$ cat src/rtl/if_id_stage.sv
// Instruction fetch with IF/ID pipeline register: 32-word program memory loaded while idle,
// fetched by pc during RUN, with J-type pre-decode and pc+1 fed back to the PC logic.
module if_id_stage #(
  parameter int unsigned        ADDR_W    = 5,
  parameter int unsigned        DATA_W    = 32,
  parameter int unsigned        DEPTH     = 32,
  parameter logic [DATA_W-1:0]  HALT_WORD = 32'hFFFF_FFFF
) (
  input  logic              clk,
  input  logic              rst_n,
  input  logic [ADDR_W-1:0] pc,
  input  logic              prog_we,
  input  logic [ADDR_W-1:0] prog_addr,
  input  logic [DATA_W-1:0] prog_data,
  input  logic              run,
  input  logic              stall,
  input  logic              flush,
  output logic [DATA_W-1:0] instr,
  output logic [ADDR_W-1:0] pc_out,
  output logic [ADDR_W-1:0] pc_plus1,
  output logic              valid,
  output logic              is_jump,
  output logic [ADDR_W-1:0] dir_j,
  output logic              halted
);

  typedef enum logic [1:0] {IDLE, RUN, HALT} state_t;

  localparam logic [5:0] OP_J = 6'b000010;

  state_t            state;
  logic [DATA_W-1:0] mem [DEPTH];
  logic [DATA_W-1:0] fetch_p0;
  logic [DATA_W-1:0] instr_p1;
  logic [ADDR_W-1:0] pc_p1;
  logic              vld_p1;

  function automatic logic [ADDR_W-1:0] wrap_inc(input logic [ADDR_W-1:0] a);
    return a + ADDR_W'(1);
  endfunction

  // Program memory deliberately has no reset so a program survives rst_n.
  always_ff @(posedge clk) begin
    if (rst_n && state == IDLE && prog_we)
      mem[prog_addr] <= prog_data;
  end

  assign fetch_p0 = mem[pc];

  // p0 -> p1: IF/ID register and fetch FSM
  always_ff @(posedge clk) begin
    if (!rst_n) begin
      state    <= IDLE;
      instr_p1 <= '0;
      pc_p1    <= '0;
      vld_p1   <= 1'b0;
    end else begin
      case (state)
        IDLE: begin
          vld_p1 <= 1'b0;
          if (run)
            state <= RUN;
        end
        RUN: begin
          if (flush) begin
            instr_p1 <= '0;
            vld_p1   <= 1'b0;
          end else if (!stall) begin
            instr_p1 <= fetch_p0;
            pc_p1    <= pc;
            if (fetch_p0 == HALT_WORD) begin
              vld_p1 <= 1'b0;
              state  <= HALT;
            end else begin
              vld_p1 <= 1'b1;
            end
          end
        end
        HALT: vld_p1 <= 1'b0;
        default: state <= IDLE;
      endcase
    end
  end

  // p1 outputs: decode is combinational from the registered word
  assign instr    = instr_p1;
  assign pc_out   = pc_p1;
  assign pc_plus1 = wrap_inc(pc_p1);
  assign valid    = vld_p1;
  assign is_jump  = vld_p1 && (instr_p1[DATA_W-1:DATA_W-6] == OP_J);
  assign dir_j    = instr_p1[ADDR_W-1:0];
  assign halted   = (state == HALT);

endmodule

$ cat config.mk
export PLATFORM = sky130hd
export DESIGN_NAME = if_id_stage
export DESIGN_NICKNAME = d
export VERILOG_FILES = /design/src/rtl/if_id_stage.sv
export SDC_FILE = /design/constraint.sdc
export NUM_CORES = 1
export LEC_CHECK = 0
export CORE_MARGIN = 2
export CORE_UTILIZATION = 50
export CTS_CLUSTER_DIAMETER = 80
export DETAILED_ROUTE_END_ITERATION = 10
export GPL_TIMING_DRIVEN = 0
export PLACE_DENSITY_LB_ADDON = 0.15
export SLEW_MARGIN = 25
export SYNTH_ARGS = -nofsm -noshare
export SYNTH_HDL_FRONTEND = slang
export SYNTH_SLANG_ARGS = --single-unit
export TNS_END_PERCENT = 50
$ cat constraint.sdc
create_clock -name clk -period 6.9 [get_ports clk]
set_clock_uncertainty 0.05 [all_clocks]
set_input_delay 0.69 -clock clk [delete_from_list [all_inputs] [get_ports clk]]
set_output_delay 0.69 -clock clk [all_outputs]
set_load 0.05 [all_outputs]
After elaboration in Yosys (flattened, before gate mapping)
Memories as Yosys holds them, arrays and structs flattened.
Cells that the tools add are included.
{"block": "totals", "reg_bits": 40, "ramBits": 1024, "in_bits": 48, "output_inout_bits": 50, "word_cells": 42, "mem_count": 1}
{"name": "mem", "depth": 32, "width": 32, "read_ports": 1, "rd_clocked_by_memory_dff": 0, "write_ports": 1, "line_no": "32", "text": "logic [DATA_W-1:0] mem [DEPTH];"}
{"block": "classes", "add_sub_neg": 1, "eq_ne": 10, "mux": 13, "bitwise_logic": 3, "n_reduce_logical": 10}
{"cell": "$mux 32", "n": 2}
{"cell": "$eq 32x32->1 const B", "n": 1}
{"cell": "$mux 2", "n": 4}
{"cell": "$ne 2x2->1 const B", "n": 4}
{"cell": "$eq 6x2->1 const B", "n": 1}
{"cell": "$pmux 2 s3", "n": 1}
{"cell": "$add 5x1->5 const B", "n": 1}
{"cell": "$mux 1", "n": 5}
{"cell": "$reduce_and 5->1", "n": 1}
{"cell": "$reduce_and 2->1", "n": 2}
{"cell": "$logic_and 1x1->1", "n": 3}
{"cell": "$ne 3x3->1 const B", "n": 1}
{"cell": "$not 1->1", "n": 3}
{"cell": "$reduce_and 3->1", "n": 1}
{"cell": "$eq 2x1->1 const B", "n": 1}
{"cell": "$eq 2x2->1 const B", "n": 1}
{"cell": "$logic_not 2->1", "n": 1}
{"cell": "$ne 2x1->1 const B", "n": 1}
{"cell": "$pmux 1 s2", "n": 1}
{"cell": "$reduce_bool 2->1", "n": 1}
{"cell": "$reduce_or 2->1", "n": 1}

Depth between registers and ports, before layout
Gate-level depths: netlist of run 1.
An unclocked memory read counts as a cell.
{"block": "logic_depth", "word_depth": 6, "ltp_mapped": 13, "depth_no_buf": 8}

Worst setup path after synthesis of run 1
OpenSTA, ideal clock, no wires.
{"block": "synth_timing", "kind": "input-to-reg", "start": "input prog_we", "end": "memory mem[12][0], enable pin", "setup_ps": 421, "arrival_time_ps": 2712, "required_ps": 6429, "slack_ps": 3717, "path_stages": 4, "n_path_buf": 1, "cell_sequence": "nand4bb_1 or3_1 clkbuf_1 nor2_1"}
{"block": "synth_between", "elab_chain_len": 3}
{"element": "start: declaration", "line_no": "12", "text": "input logic prog_we,"}
{"element": "$logic_and 1x1->1", "line_no": "44", "text": "if (rst_n && state == IDLE && prog_we)"}
{"element": "$mux 1", "line_no": "44"}
{"element": "$mux 1 (not written as such)", "line_no": "45", "text": "mem[prog_addr] <= prog_data;"}
{"element": "end: declaration", "line_no": "32"}
No other way between the ends.

Worst setup path in the final report of run 1
{"block": "layout_timing", "start": "input pc[2]", "end": "register vld_p1, in the netlist valid"}
{"block": "layout_between", "elab_chain_len": 6}
{"element": "start: declaration", "line_no": "11", "text": "input logic [ADDR_W-1:0] pc,"}
{"element": "$mem_v2 32x32"}
{"element": "$eq 32x32->1", "line_no": "71", "text": "if (fetch_p0 == HALT_WORD) begin"}
{"element": "$mux 1", "line_no": "71"}
{"element": "$mux 1", "line_no": "68", "text": "end else if (!stall) begin"}
{"element": "$mux 1", "line_no": "65", "text": "if (flush) begin"}
{"element": "$pmux 1 s2", "line_no": "58", "text": "case (state)"}
{"element": "end signal: assignment", "line_no": "60", "text": "vld_p1 <= 1'b0;"}
{"element": "end signal: assignment", "line_no": "67", "text": "vld_p1 <= 1'b0;"}
{"element": "end signal: assignment", "line_no": "72", "text": "vld_p1 <= 1'b0;"}
{"element": "end: declaration", "line_no": "36", "text": "logic vld_p1;"}
No other way between the ends. The select of a mux whose other input is x is not followed.
A chain may end at the register's enable or synchronous reset.

==> results of run 1 <==
[state kept, by name, summed over array words and instances, names as in the netlist]
register	cells
instr	32
mem	1024
pc_out	5
state	2
valid	1
[stage by stage]
| step | hold slack, ps | worst slack, ps | util [%] | setup TNS [ps] | total power (uW) |
|---|---|---|---|---|---|
| floorplan | 453 | 3720 | - | 0 | 7620 |
| finish | 465 | 1800 | 59.7 | 0 | 13500 |
| global placement | 443 | -84.5 | 53.1 | -4310 | 7950 |
| global route | 483 | 1670 | 59.7 | 0 | 13800 |
| CTS | 465 | 1890 | 59.8 | 0 | 13500 |
| detailed placement | 455 | 1190 | 55.7 | 0 | 7990 |
[tightest hold or removal path, delay by kind of cell (launching register included)]
family	cells	cell delay, ps
flops	1	330
simple gates	1	60
compound gates	1	70
[power breakdown]
group | internal, uW | leakage [uW] | switching (uW)
Sequential | 7100 | 0.00953 | 12.0
Combinational | 240 | 0.00502 | 505
Clock | 3190 | 0.00164 | 2410
Total | 10500 | 0.0162 | 2920
[synth_stat cells (4+ instances only)]
cell type	number	share of area (%)
mux4_1	13	0.83
a22o_1	6	0.13
mux2_2	6	0.16
edfxtp_1	1024	75
inv_1	4	0.036
nand4_1	38	0.58
mux4_2	95	5.2
or3b_2	4	0.085
or3_1	4	0.061
buf_6	14	0.38
a21boi_0	5	0.091
nand2_1	36	0.33
clkbuf_1	40	0.36
o22ai_1	15	0.23
and2_1	15	0.23
nor4bb_1	6	0.15
a22oi_1	173	3.2
o221ai_1	8	0.17
o31ai_1	4	0.073
mux2i_1	298	7.2
and3_1	5	0.076
buf_2	39	0.47
o21ai_0	15	0.18
and4b_1	4	0.097
dfxtp_1	40	1.9
nor2_1	64	0.58
a21oi_1	10	0.12
nor2b_1	30	0.46
buf_4	30	0.55
nand3b_1	4	0.073
nand3_1	16	0.19
nand2b_1	4	0.061
a221oi_1	4	0.085
[cells by family after synthesis]
family / Yosys count
flip-flops: 1064
multiplexers: 412
AO/OA/AOI/OAI: 254
AND/OR/NAND/NOR: 249
buffers and inverters: 129
XOR/XNOR: 3
adder cells (fa/ha/maj): 1
[cell type report]
type / instances / share of cell area, %
repair buffers: 173 / 5.55
diodes: 2 / 0.0102
clock inverters: 55 / 0.976
flip-flops and latches: 1064 / 64.6
clock buffers: 141 / 5.89
plain buffers: 125 / 1.57
well taps: 1070 / 2.74
inverters: 4 / 0.0307
multi-input cells: 919 / 18.7
[final timing paths]
check / from / endpoint / slack [ps] / depth (start not counted)
worst max-delay path: pc[2] / valid / 1800 / 13
worst max register to register: mem[28][17] / valid / 3620 / 8
worst min-delay path: pc_out[4] / pc_out[4] / 460 / 2
worst min register to register: pc_out[4] / pc_out[4] / 460 / 2
[per-layer routing]
metal	vias up	track usage (%)
met5	-	0.908
li1	9270	-
met2	1498	45.4
met1	11893	42.3
met4	4	10.2
met3	243	7.22
==> flow_summary.yaml, run 1 <==
sta:
  timing.fmax_ghz: 0.196
  finalSetupViolCount: 0
  period_share_pct: 73.8
  maxSlewViolCount: 0
  slew_headroom_pct: 24.4
  tightest_slew_ps: 1130
  finalHoldViolations: 0
  rsz0062_at_grt: "false"
  layout_min_cycle_time_ps: 5100
cells_and_area:
  fin_cells: 3553
  seqCellArea_mm2: 0.0316
  finalInstanceArea_mm2: 0.0488
  fillCellCount: 5811
  multi_input_area_mm2: 0.00911
  nets: 2442
  layout_commonest_cell: "edfxtp_1"
  final_cell_mix: "edfxtp_1, mux2i_1, a22oi_1, clkbuf_16, mux4_2"
  layout-drive-gt1-share_pct: 19.3
  areaGrowthSynthToFinish_pct: 18.7
floorplan:
  row_count: 105
  die_area_mm2: 0.0846
  coreArea_mm2: 0.0818
  start_util_pct: 50.3
  io_pins: 98
  die_w_um: 291
  die_y_um: 291
logic_synthesis:
  synth_top_family_by_area: "multiplexers"
  ys_ff_latch: 1064
  synth_cells: 2112
  syn-num-nets: 2161
  synth-edff-count: 1024
  synth_fa_ha_area_share_pct: 0.0304
  synth_area_mm2: 0.0412
  synth_cell_type_count: 62
  synthMuxAreaShare_pct: 13.4
  synthArstFlopShare_pct: 0
  yosysWarnings: 0
  synth_compound_area_share_pct: 4.51
  synth_ff_type: "edfxtp_1"
  ys_seq_area_share_pct: 76.7
  syn_avg_cell_area_um2: 19.5
  synth_simple_gate_area_share_pct: 3.41
  synth_xor_area_share_pct: 0.0638
pwr:
  leakage_uw: 0.0162
  cellPowerDensity_mw_per_mm2: 275
  ir_worst_vdd_mv: 0.196
setup_path:
  cp_top_family: "simple AND/OR/NAND/NOR gates"
  cp_cell_sequence: "clkdlybuf4s50_1 > buf_4 > buf_2 > buf_2 > buf_4 > mux2i_1 > a22oi_1 > nand4_1 > nor2_1 > nand4_1 > nor3b_1 > nand4_1 > a32o_1"
  cp_num_buf_inv: 5
  required_ps: 7410
  critical_path_arrival_ps: 5610
  cp_common_cell: "nand4_1"
  slowest_stage: "nor2_1"
  critPathKind: "input port to flip-flop"
  cp-end-kind: "flip-flop"
  critPathMaxFanout: 10
  startpoint_type: "input port"
  cpPeakStageDelay_ps: 740
grt:
  grt_remaining_overflow: 0
  grt_pass1_wl_mm: 174
  grt_max_degree: 33
  antenna_found_initial: 5
  first_global_vias: 22518
  grt_usage_pct: 29.8
min_path:
  hold_class: "flip-flop to flip-flop"
clocking:
  postCtsSetupBuffers: 0
  path_clk_slew_ps: 60
  cts_hold_buffers: 0
  cts_tree: "yes"
  cts_resized: 0
  worst_skew_pair.late_latency_ps: 680
  clockRootBuffer: "clkbuf_16"
  cts_made_buffers: 106
  h-tree-depth: 3
  clock-sinks: 1064
  clk_path_buf_depth: 3
place:
  place_hpwl_mm: 82.8
  post-place-cells: 3355
  io_buffer_count: 96
  routabilityCongestion: 0.814
  dpl_cell_area_mm2: 0.0456
route:
  firstDrtPassIters: 6
  wl_per_cell_um: 35.4
  wl_met1_mm: 49.0
  via_count: 22908
  antenna_left: 0
  avgViaCountPerCell: 6.45
  top_layer: "met5"
  wirelength_mm: 126
  wl_met2_mm: 57.1
  drt_iter0_drc: 3346
  routed-wl-met3_mm: 15.3
  detail_route.drc_violations: 0
run:
  max_cap_violations: 0
status:
  status: "finished clean"
Note: power is estimated with default switching activity, not from simulation.
==> run 2, diff against run 1 <==
- clock period: 6.9 -> 4.78 ns (I/O delays scaled with it)
==> flow_summary.yaml, run 2 (synthesized netlist as in run 1, its figures left out) <==
clocking:
  cts_tree: "yes"
  clockRootBuffer: "clkbuf_16"
  worst_skew_pair.late_latency_ps: 680
  h-tree-depth: 3
  cts_made_buffers: 106
  clock-sinks: 1064
  clk_path_buf_depth: 3
  path_clk_slew_ps: 60
  postCtsSetupBuffers: 0
pwr:
  switching_share_pct: 21.7
  cellPowerDensity_mw_per_mm2: 398
  power_frac_comb_pct: 5.5
  ir_worst_vdd_mv: 0.283
  leakage_uw: 0.0162
  seq_power_share_pct: 52.9
  intPower_uw: 15200
  p_switching_uw: 4220
  p_clk_share_pct: 41.6
cells_and_area:
  layout-drive-gt1-share_pct: 19.4
  nets: 2442
  largest_reg_flops: 1024
  fillCellCount: 5809
  final_cell_mix: "edfxtp_1, mux2i_1, a22oi_1, clkbuf_16, mux4_2"
  final_core_util_pct: 59.7
  areaGrowthSynthToFinish_pct: 18.7
  finalInstanceArea_mm2: 0.0489
  fin_cells: 3552
  regMostFlops: "mem"
  layout_commonest_cell: "edfxtp_1"
route:
  wl_per_cell_um: 35.4
  wirelength_mm: 126
  firstDrtPassIters: 7
  detail_route.drc_violations: 0
  antenna_left: 0
  avgViaCountPerCell: 6.46
  drt_iter0_drc: 3340
  via_count: 22935
sta:
  maxSlewViolCount: 0
  rsz0062_at_grt: "false"
  slew_headroom_pct: 24.9
  layout_min_cycle_time_ps: 4610
  tightest_slew_ps: 1130
  finalHoldViolations: 0
  holdWs_ps: 251
  finalSetupViolCount: 0
  setup_slack_ps: 166
  timing.fmax_ghz: 0.217
  period_share_pct: 96.5
floorplan:
  die_y_um: 291
  coreArea_mm2: 0.0818
  io_pins: 98
  row_count: 105
  start_util_pct: 50.3
  die_w_um: 291
  die_area_mm2: 0.0846
grt:
  grt.busiest_layer: "met2"
  grt_usage_pct: 29.8
  grt_max_degree: 33
  grt_pass1_wl_mm: 174
  use_met1_pct: 42.3
  grt_remaining_overflow: 0
  antenna_found_initial: 5
  gr-usage-met3_pct: 7.22
  first_global_vias: 22518
  grtUsageMet2_pct: 45.4
setup_path:
  critical_path_arrival_ps: 5130
  slowest_stage: "nor3_1"
  cp_cell_sequence: "clkdlybuf4s50_1 > clkbuf_1 > and4b_1 > clkbuf_1 > clkbuf_1 > a22oi_1 > nand4_1 > nor2_1 > nand4_1 > nor3_1 > nand4_1 > a32o_1"
  startpoint_type: "input port"
  cpPeakStageDelay_ps: 630
  cp-end-kind: "flip-flop"
  critPathKind: "input port to flip-flop"
  critPathMaxFanout: 10
  required_ps: 5290
run:
  max_cap_violations: 0
place:
  dpl_cell_area_mm2: 0.0456
  routabilityCongestion: 0.814
  post-place-cells: 3355
  place_ws_ps: -719
  place_hpwl_mm: 82.8
  io_buffer_count: 96
status:
  status: "finished clean"
min_path:
  hold_class: "input port to flip-flop"
[run 2: worst paths after layout]
kind                              startpoint          to  slack, ps  cells after the start
worst max-delay path                   pc[3]       valid        170                     12
worst max register to register      state[0]   mem[7][7]       1550                      6
worst min-delay path            prog_data[6]  mem[23][6]        250                      1
worst min register to register     pc_out[4]   pc_out[4]        460                      2
[run 2: layout make-up]
cell class	instances	area (um^2)	share of cell area, %
antenna	1	2.50	0.00512
multi-input combinational	919	9120	18.7
timing repair buffer	173	2710	5.55
buffer	125	766	1.57
clock inverter	55	477	0.976
inverter	4	15.0	0.0307
clock buffer	141	2880	5.89
tap	1070	1340	2.74
sequential	1064	31600	64.6
[run 2: through the flow]
stage	total power (uW)	setup TNS [ps]
2_1_floorplan	11000	0
3_3_place_gp	11500	-1671980
3_5_place_dp	11500	-1940
4_1_cts	19500	0
5_1_grt	19900	0
6_report	19400	0
[run 2: critical path: cells and delay by family]
family                 cells  cell delay, ps
buffers and inverters      4            1850
and+or+nand+nor            6            2080
AOI/OAI and AO/OA          2             690
[run 2: power by group through the flow]
stage	Sequential [uW]	Clock (uW)	Combinational, uW
6_report	10300	8080	1080
5_1_grt	10300	8490	1120
4_1_cts	10300	8120	1060
3_5_place_dp	10500	0	1060
3_3_place_gp	10500	0	1010
2_1_floorplan	10500	0	501
[run 2: per-layer routing]
metal / part of all wire [%] / up-vias / wire length, um
li1: - / 9270 / -
met1: 39 / 11880 / 49000
met2: 45 / 1529 / 57000
met3: 12 / 252 / 15200
met4: 3.4 / 4 / 4260
met5: 0.096 / - / 121
[run 2: repair_timing]
action,in CTS,in global routing
gates resized for setup,1,2
hold buffers,0,0
endpoints found under the setup margin,1,3
endpoints found under the hold margin,0,0
cloned,0,0
